$ cat src/rtl/alu_req_arbiter_if.sv
// Bundle of request, response and ALU-side signals for the two-requester ALU arbiter.
// The arbiter takes the slave view; requesters and the external ALU take the master view.
interface alu_req_arbiter_if #(
  parameter int unsigned W  = 4,
  parameter int unsigned FW = 4
);
  logic [1:0]      req_valid;
  logic [1:0]      req_ready;
  logic [2*W-1:0]  req_a;
  logic [2*W-1:0]  req_b;
  logic [2*W-1:0]  req_cin;
  logic [2*FW-1:0] req_f;
  logic [1:0]      rsp_valid;
  logic [1:0]      rsp_ready;
  logic [W-1:0]    rsp_data;
  logic [W-1:0]    alu_a;
  logic [W-1:0]    alu_b;
  logic [W-1:0]    alu_cin;
  logic [FW-1:0]   alu_f;
  logic [W-1:0]    alu_d;

  modport slave (
    input  req_valid, req_a, req_b, req_cin, req_f, rsp_ready, alu_d,
    output req_ready, rsp_valid, rsp_data, alu_a, alu_b, alu_cin, alu_f
  );

  modport master (
    output req_valid, req_a, req_b, req_cin, req_f, rsp_ready, alu_d,
    input  req_ready, rsp_valid, rsp_data, alu_a, alu_b, alu_cin, alu_f
  );
endinterface

$ cat src/rtl/alu_req_arbiter.sv
// Round-robin arbiter sharing one external combinational ALU between two requesters.
// Registers the winner's operands, waits EXEC_CYCLES, captures D and returns it over valid/ready.
module alu_req_arbiter #(
  parameter int unsigned W           = 4,
  parameter int unsigned FW          = 4,
  parameter int unsigned EXEC_CYCLES = 1
) (
  input  logic                 clk,
  input  logic                 rst_n,
  alu_req_arbiter_if.slave     bus,
  output logic                 busy
);

  localparam int unsigned CntW = (EXEC_CYCLES > 1) ? $clog2(EXEC_CYCLES) : 1;
  localparam logic [CntW-1:0] CntLast = CntW'(EXEC_CYCLES - 1);

  typedef enum logic [1:0] {StIdle, StExec, StResp} state_e;

  state_e          state_q, state_d;
  logic            rr_ptr_q, rr_ptr_d;
  logic            grant_id_q, grant_id_d;
  logic [CntW-1:0] cnt_q, cnt_d;
  logic [W-1:0]    alu_a_q, alu_a_d;
  logic [W-1:0]    alu_b_q, alu_b_d;
  logic [W-1:0]    alu_cin_q, alu_cin_d;
  logic [FW-1:0]   alu_f_q, alu_f_d;
  logic [W-1:0]    rsp_data_q, rsp_data_d;

  logic            win_valid;
  logic            winner;
  logic [1:0]      req_ready;
  logic [1:0]      rsp_valid;

  always_comb begin
    win_valid = 1'b0;
    winner    = rr_ptr_q;
    if (bus.req_valid[rr_ptr_q]) begin
      win_valid = 1'b1;
      winner    = rr_ptr_q;
    end else if (bus.req_valid[~rr_ptr_q]) begin
      win_valid = 1'b1;
      winner    = ~rr_ptr_q;
    end
  end

  always_comb begin
    state_d    = state_q;
    rr_ptr_d   = rr_ptr_q;
    grant_id_d = grant_id_q;
    cnt_d      = cnt_q;
    alu_a_d    = alu_a_q;
    alu_b_d    = alu_b_q;
    alu_cin_d  = alu_cin_q;
    alu_f_d    = alu_f_q;
    rsp_data_d = rsp_data_q;
    req_ready  = 2'b00;
    rsp_valid  = 2'b00;

    case (state_q)
      StIdle: begin
        // Gated by rst_n so that every output reads zero while reset is held.
        if (rst_n && win_valid) begin
          req_ready[winner] = 1'b1;
          alu_a_d    = winner ? bus.req_a[2*W-1:W]     : bus.req_a[W-1:0];
          alu_b_d    = winner ? bus.req_b[2*W-1:W]     : bus.req_b[W-1:0];
          alu_cin_d  = winner ? bus.req_cin[2*W-1:W]   : bus.req_cin[W-1:0];
          alu_f_d    = winner ? bus.req_f[2*FW-1:FW]   : bus.req_f[FW-1:0];
          grant_id_d = winner;
          rr_ptr_d   = ~winner;
          cnt_d      = '0;
          state_d    = StExec;
        end
      end
      StExec: begin
        if (cnt_q == CntLast) begin
          rsp_data_d = bus.alu_d;
          state_d    = StResp;
        end else begin
          cnt_d = cnt_q + 1'b1;
        end
      end
      StResp: begin
        rsp_valid[grant_id_q] = 1'b1;
        if (bus.rsp_ready[grant_id_q]) begin
          state_d = StIdle;
        end
      end
      default: state_d = StIdle;
    endcase
  end

  always_ff @(posedge clk or negedge rst_n) begin
    if (!rst_n) begin
      state_q    <= StIdle;
      rr_ptr_q   <= 1'b0;
      grant_id_q <= 1'b0;
      cnt_q      <= '0;
      alu_a_q    <= '0;
      alu_b_q    <= '0;
      alu_cin_q  <= '0;
      alu_f_q    <= '0;
      rsp_data_q <= '0;
    end else begin
      state_q    <= state_d;
      rr_ptr_q   <= rr_ptr_d;
      grant_id_q <= grant_id_d;
      cnt_q      <= cnt_d;
      alu_a_q    <= alu_a_d;
      alu_b_q    <= alu_b_d;
      alu_cin_q  <= alu_cin_d;
      alu_f_q    <= alu_f_d;
      rsp_data_q <= rsp_data_d;
    end
  end

  assign bus.req_ready = req_ready;
  assign bus.rsp_valid = rsp_valid;
  assign bus.rsp_data  = rsp_data_q;
  assign bus.alu_a     = alu_a_q;
  assign bus.alu_b     = alu_b_q;
  assign bus.alu_cin   = alu_cin_q;
  assign bus.alu_f     = alu_f_q;
  assign busy          = (state_q != StIdle);

endmodule

$ cat src/flat_wrapper.sv
// flat-port wrapper written by rule: the top's interface ports become plain ports
module alu_req_arbiter_flat 
#(
  parameter int unsigned W           = 4,
  parameter int unsigned FW          = 4,
  parameter int unsigned EXEC_CYCLES = 1
)
  (clk, rst_n, busy, bus_req_valid, bus_req_a, bus_req_b, bus_req_cin, bus_req_f, bus_rsp_ready, bus_alu_d, bus_req_ready, bus_rsp_valid, bus_rsp_data, bus_alu_a, bus_alu_b, bus_alu_cin, bus_alu_f);
  alu_req_arbiter_if #(.W(W), .FW(FW)) bus_i ();
  input  logic clk;
  input  logic rst_n;
  output logic busy;
  input wire logic [$bits(bus_i.req_valid)-1:0] bus_req_valid;
  input wire logic [$bits(bus_i.req_a)-1:0] bus_req_a;
  input wire logic [$bits(bus_i.req_b)-1:0] bus_req_b;
  input wire logic [$bits(bus_i.req_cin)-1:0] bus_req_cin;
  input wire logic [$bits(bus_i.req_f)-1:0] bus_req_f;
  input wire logic [$bits(bus_i.rsp_ready)-1:0] bus_rsp_ready;
  input wire logic [$bits(bus_i.alu_d)-1:0] bus_alu_d;
  output wire logic [$bits(bus_i.req_ready)-1:0] bus_req_ready;
  output wire logic [$bits(bus_i.rsp_valid)-1:0] bus_rsp_valid;
  output wire logic [$bits(bus_i.rsp_data)-1:0] bus_rsp_data;
  output wire logic [$bits(bus_i.alu_a)-1:0] bus_alu_a;
  output wire logic [$bits(bus_i.alu_b)-1:0] bus_alu_b;
  output wire logic [$bits(bus_i.alu_cin)-1:0] bus_alu_cin;
  output wire logic [$bits(bus_i.alu_f)-1:0] bus_alu_f;
  assign bus_i.req_valid = bus_req_valid;
  assign bus_i.req_a = bus_req_a;
  assign bus_i.req_b = bus_req_b;
  assign bus_i.req_cin = bus_req_cin;
  assign bus_i.req_f = bus_req_f;
  assign bus_i.rsp_ready = bus_rsp_ready;
  assign bus_i.alu_d = bus_alu_d;
  assign bus_req_ready = bus_i.req_ready;
  assign bus_rsp_valid = bus_i.rsp_valid;
  assign bus_rsp_data = bus_i.rsp_data;
  assign bus_alu_a = bus_i.alu_a;
  assign bus_alu_b = bus_i.alu_b;
  assign bus_alu_cin = bus_i.alu_cin;
  assign bus_alu_f = bus_i.alu_f;
  alu_req_arbiter #(.W(W), .FW(FW), .EXEC_CYCLES(EXEC_CYCLES)) u_core (.clk(clk), .rst_n(rst_n), .bus(bus_i), .busy(busy));
endmodule
$ cat config.mk
export PLATFORM = sky130hd
export DESIGN_NAME = alu_req_arbiter_flat
export DESIGN_NICKNAME = d
export VERILOG_FILES = /design/src/rtl/alu_req_arbiter_if.sv /design/src/rtl/alu_req_arbiter.sv /design/src/flat_wrapper.sv
export SDC_FILE = /design/constraint.sdc
export NUM_CORES = 1
export LEC_CHECK = 0
export BUFFER_PORTS_ARGS = -buffer_cell sky130_fd_sc_hd__buf_2
export CORE_MARGIN = 2
export CORE_UTILIZATION = 43
export DETAILED_ROUTE_END_ITERATION = 6
export PLACE_DENSITY = 0.8
export SYNTH_ARGS = -nofsm -noshare
export SYNTH_HDL_FRONTEND = slang
export SYNTH_SLANG_ARGS = --single-unit
$ cat constraint.sdc
create_clock -name clk -period 1.75 [get_ports clk]
set_input_delay 0.35 -clock clk [delete_from_list [all_inputs] [get_ports clk]]
set_output_delay 0.35 -clock clk [all_outputs]
set_load 0.01 [all_outputs]
* After elaboration in Yosys (flattened, before gate mapping)
Cells that the tools add are included.
Operators by class: equal/unequal tests 5, bitwise logic cells 3, shift operators 0, mux-type cells 28, divide/modulo/power cells 0, order comparisons 6, reduce and logical (&&, ||, !) cells 10, $mul 0, add/subtract/negate cells 1
Operators with widths (number):
- 4-bit two-way mux | 4
- 1-bit two-way mux | 14
- 2-bit two-way mux | 6
- 1-bit by 2-bit < comparator with 1-bit output (second input constant) | 4
- 2-bit case mux with 3 select lines | 1
- 2-bit AND reduction | 3
- 2-bit by 1-bit inequality test with 1-bit output (second input constant) | 2
- 2-bit nonzero test | 2
- 1-bit logical AND | 3
- 1-bit NOT | 3
- 3-bit AND reduction | 1
- 1-bit demux with 1-bit select | 2
- 2-bit by 1-bit equality test with 1-bit output (second input constant) | 1
- 2-bit equality test (second input constant) | 1
- 1-bit greater-or-equal comparator (second input constant) | 2
- 2-bit zero test | 1
- 2-bit inequality test (second input constant) | 1
- 1-bit case mux with 2 select lines | 1
- 1-bit adder (second input constant) | 1
Word-level totals: memory bits (read-only) 0, RAM bits 0, memories kept 0, bits in registers 25, latch bits 0, bits of input ports 42

* Longest topological paths before layout
depth in word-level cells 11, depth in mapped cells 6, gate-level depth less buffers 3

* Worst setup path before layout
Ideal clock, no wire load.
path kind reg-to-output, start register u_core.state_q[0], end output port bus_req_ready[1], stages on the path, launching flop included 5, arrival time 1299 ps, path buffers 2, data required time 1400 ps, setup slack 101 ps, cell sequence dfrtp_1 or3b_1 buf_6 buf_8 nor3b_2
On the way: longest elaborated chain between the ends 2
Ends and longest elaborated chain:
- start: declaration | RTL line alu_req_arbiter.sv:19 | state_e state_q, state_d;
- start signal: assignment | RTL line alu_req_arbiter.sv:94 | state_q <= StIdle;
- start signal: assignment | RTL line alu_req_arbiter.sv:104 | state_q <= state_d;
- 2-bit zero test | RTL line alu_req_arbiter.sv:59 | case (state_q)
- 2-bit two-way mux | RTL line alu_req_arbiter.sv:59
- end: declaration | RTL line flat_wrapper.sv:20 | output wire logic [$bits(bus_i.req_ready)-1:0] bus_req_ready;
No other way between the ends.

* Worst setup path in the final report
Ends and elaborated chain as after synthesis.

==> reports/qor.txt <==
Port Buffers = 66
Critical Path RT = 1.40 ns
crit path kind = reg -> out
die area = 3200 µm²
global route hottest layer = met2
CP Max Fanout = 2
cell taking the most area after synthesis = dfrtp_1
Post-Synthesis Cells = 104
Clk pin slew, worst setup/hold paths = 0.13 ns
placed cell count = 200
Vias/cell = 5.33
Setup crit end kind = output port
slowest stage delay, CP = 0.43 ns
maxcap violations = 0
VDD IR max = 0.883 mV
HP Class = in -> reg
WL/cell = 15.3 µm
met1 GRT Util = 26.3%
worst skew pair latency = 0.31 ns
Routed WL = 3330 µm
clock power share = 11.5%
power share of the sequential group = 37.6%
largest net degree at the start of global routing = 20
CTS tree = built
Fin Setup TNS = -0.185 ns
Synth top area share = 50.5%
met3 Use GR = 4.15%
Synth Cell Area = 1190 µm²
switch share = 36.6%
Fill cells = 222
CP cell instances = or3b_4 > nor3b_4 > buf_2
Clock Sinks = 24
Die W = 56.6 µm
initial antenna violation count = 0
final critical-path share of the clock period = 107%
post-synthesis area per instance = 11.4 µm²
FF+latch count, synth = 24
sequential share of the synthesized area = 50.5%
GRT overflow = 0
DR vias = 1163
Tmin final = 1.87 ns
share of cells above drive strength 1 = 59.9%
Iter 0 DRT Violations = 30
pwr/cell area = 1450 nW/µm²
Antenna diodes = 0
Initial Util = 44.3%
net count reported at finish = 230
CP arrival = 1.52 ns
PnR worst setup slack = -0.120 ns
dominant cells by area after synthesis = dfrtp_1 50%, a221o_1 13%, nor3_2 7.6%
Worst Setup Start Kind = flop
final hold vios = 0
area delta synth->final = 46.9%
Cell Int Power = 1610 µW
GPL Wtd Cong = 0.727
multi-input logic area = 548 µm²
DRT Pass-1 Iters = 4
Layout Cells excl Fill = 218
drc violations = 0
I/O pins = 67
dpl hpwl = 2210 µm
Worst path slowest cell = or3b_4
row cnt = 19
Core Util, Final = 65.1%
CORE AREA = 2690 µm²
failing checks = negative setup slack
net switching power = 930 µW
dpl ws = 0.165 ns
register area = 601 µm²
delay-heaviest family, CP = simple AND/OR/NAND/NOR gates
skew final = 0.00467 ns
YS warnings = 0
Detail Route Antenna Nets = 0
CTS max path bufs = 2
unrepaired setup endpoints after global routing = yes
number of setup violations in the final report = 3
H-tree depth = 1
number of global-route vias before repair = 1102
Slew @ Worst Pin = 0.576 ns
Vert. Die Dim = 56.6 µm
Slew HR = 61.5%
Final Slew Violations = 0
status = complete, but fails checks
Yosys cell types = 22
Total Routing Usage GR = 20.8%
first-pass GRT wire length = 5210 µm
leakage power = 0.000898 µW
CTS buffer count = 3
CTS root buf = clkbuf_4
Syn Nets = 146
Tot Pwr = 2540 µW
Buf/Inv on CP = 1
f_max = 0.535 GHz
Combinational Power Share = 50.9%
met2 Usage GRT = 36.9%
[placed cells by master (no fill, tap or decap), types with 3 or more instances in the layout]
| cell type | count |
|---|---|
| nor3_1 | 7 |
| buf_6 | 4 |
| a221o_1 | 16 |
| nand2_1 | 17 |
| dfrtp_1 | 24 |
| buf_2 | 64 |
| inv_1 | 3 |
| mux2_2 | 5 |
| clkbuf_4 | 3 |
| nor3_2 | 9 |
| buf_4 | 17 |
[cells in the mapped netlist, drive strengths merged]
library cell / number
nor3b: 2
o21ai: 2
nand2: 17
nor2: 2
dfrtp: 24
a221o: 16
buf: 7
a21oi: 2
nor2b: 1
or3b: 1
clkbuf: 2
or2: 1
nand2b: 2
inv: 3
nor3: 16
and3: 1
mux2: 5
[power groups by stage]
stage / logic, µW / clock network, µW / registers [µW]
after detailed placement: 1060 / 0 / 971
after global routing: 1400 / 320 / 990
after CTS: 1190 / 299 / 958
final: 1290 / 291 / 956
after floorplan: 568 / 0 / 1070
after global placement: 1030 / 0 / 966
[worst reg2reg max path: cells and delay by family, from the launching register on]
family / cells / cell delay, ns
compound gates: 2 / 0.48
buf+inv: 4 / 0.48
simple gates: 1 / 0.20
flops: 1 / 0.42
[cell type report]
cell class / instances / area share (%)
Clock buffer: 4 / 2.08
Inverter: 3 / 0.644
Multi-Input combinational cell: 69 / 31.4
Sequential cell: 24 / 34.4
Tap cell: 31 / 2.22
Timing Repair Buffer: 87 / 29.3
[per-stage QoR]
| stage | cell area, µm² | hold slack [ns] |
|---|---|---|
| floorplan | 1190 | 0.0544 |
| global placement | 1540 | 0.316 |
| detailed placement | 1540 | 0.321 |
| CTS | 1680 | 0.256 |
| global route | 1750 | 0.243 |
| finish | 1750 | 0.257 |
[layer usage]
layer	vias to the layer above	wire, µm
li1	549	-
met1	571	1340
met2	41	1790
met3	2	194
met4	0	8
met5	-	0
[path summary, 6_finish.rpt]
check / start / end / slack (ns) / depth (start not counted)
max: u_core.state_q[0] / bus_req_ready[1] / -0.12 / 3
min: bus_req_cin[0] / u_core.bus.alu_cin[0] / 0.26 / 2
max reg2reg: u_core.state_q[1] / u_core.bus.alu_f[2] / 0.08 / 7
min reg2reg: u_core.bus.rsp_data[1] / u_core.bus.rsp_data[1] / 0.51 / 1
max in group asynchronous: rst_n / u_core.bus.alu_b[2] / 0.67 / 3
min in group asynchronous: rst_n / u_core.state_q[0] / 0.67 / 3
[state kept, by name (all words and copies together), names as in the netlist]
signal               flops
u_core.state_q           2
u_core.bus.alu_a         4
u_core.bus.rsp_data      4
u_core.grant_id_q        1
u_core.rr_ptr_q          1
u_core.bus.alu_b         4
u_core.bus.alu_f         4
u_core.bus.alu_cin       4
[kinds of logic (layout without fill, tap and decap cells)]
group | after synthesis | count (layout) | synth area share, %
AOI/OAI and AO/OA | 20 | 21 | 15.5
buffers and inverters | 12 | 94 | 7.36
DFF | 24 | 24 | 50.5
muxes | 5 | 5 | 4.73
and+or+nand+nor | 43 | 43 | 22.0
[timing repair]
action	4_1_cts	5_1_grt
gates cloned	0	1
endpoints found under the hold margin	24	0
pin swaps	4	3
gates resized for setup	4	7
setup buffers	9	2
hold buffers	2	0
endpoints found under the setup margin	2	19
Note: power is estimated with default switching activity, not from simulation.
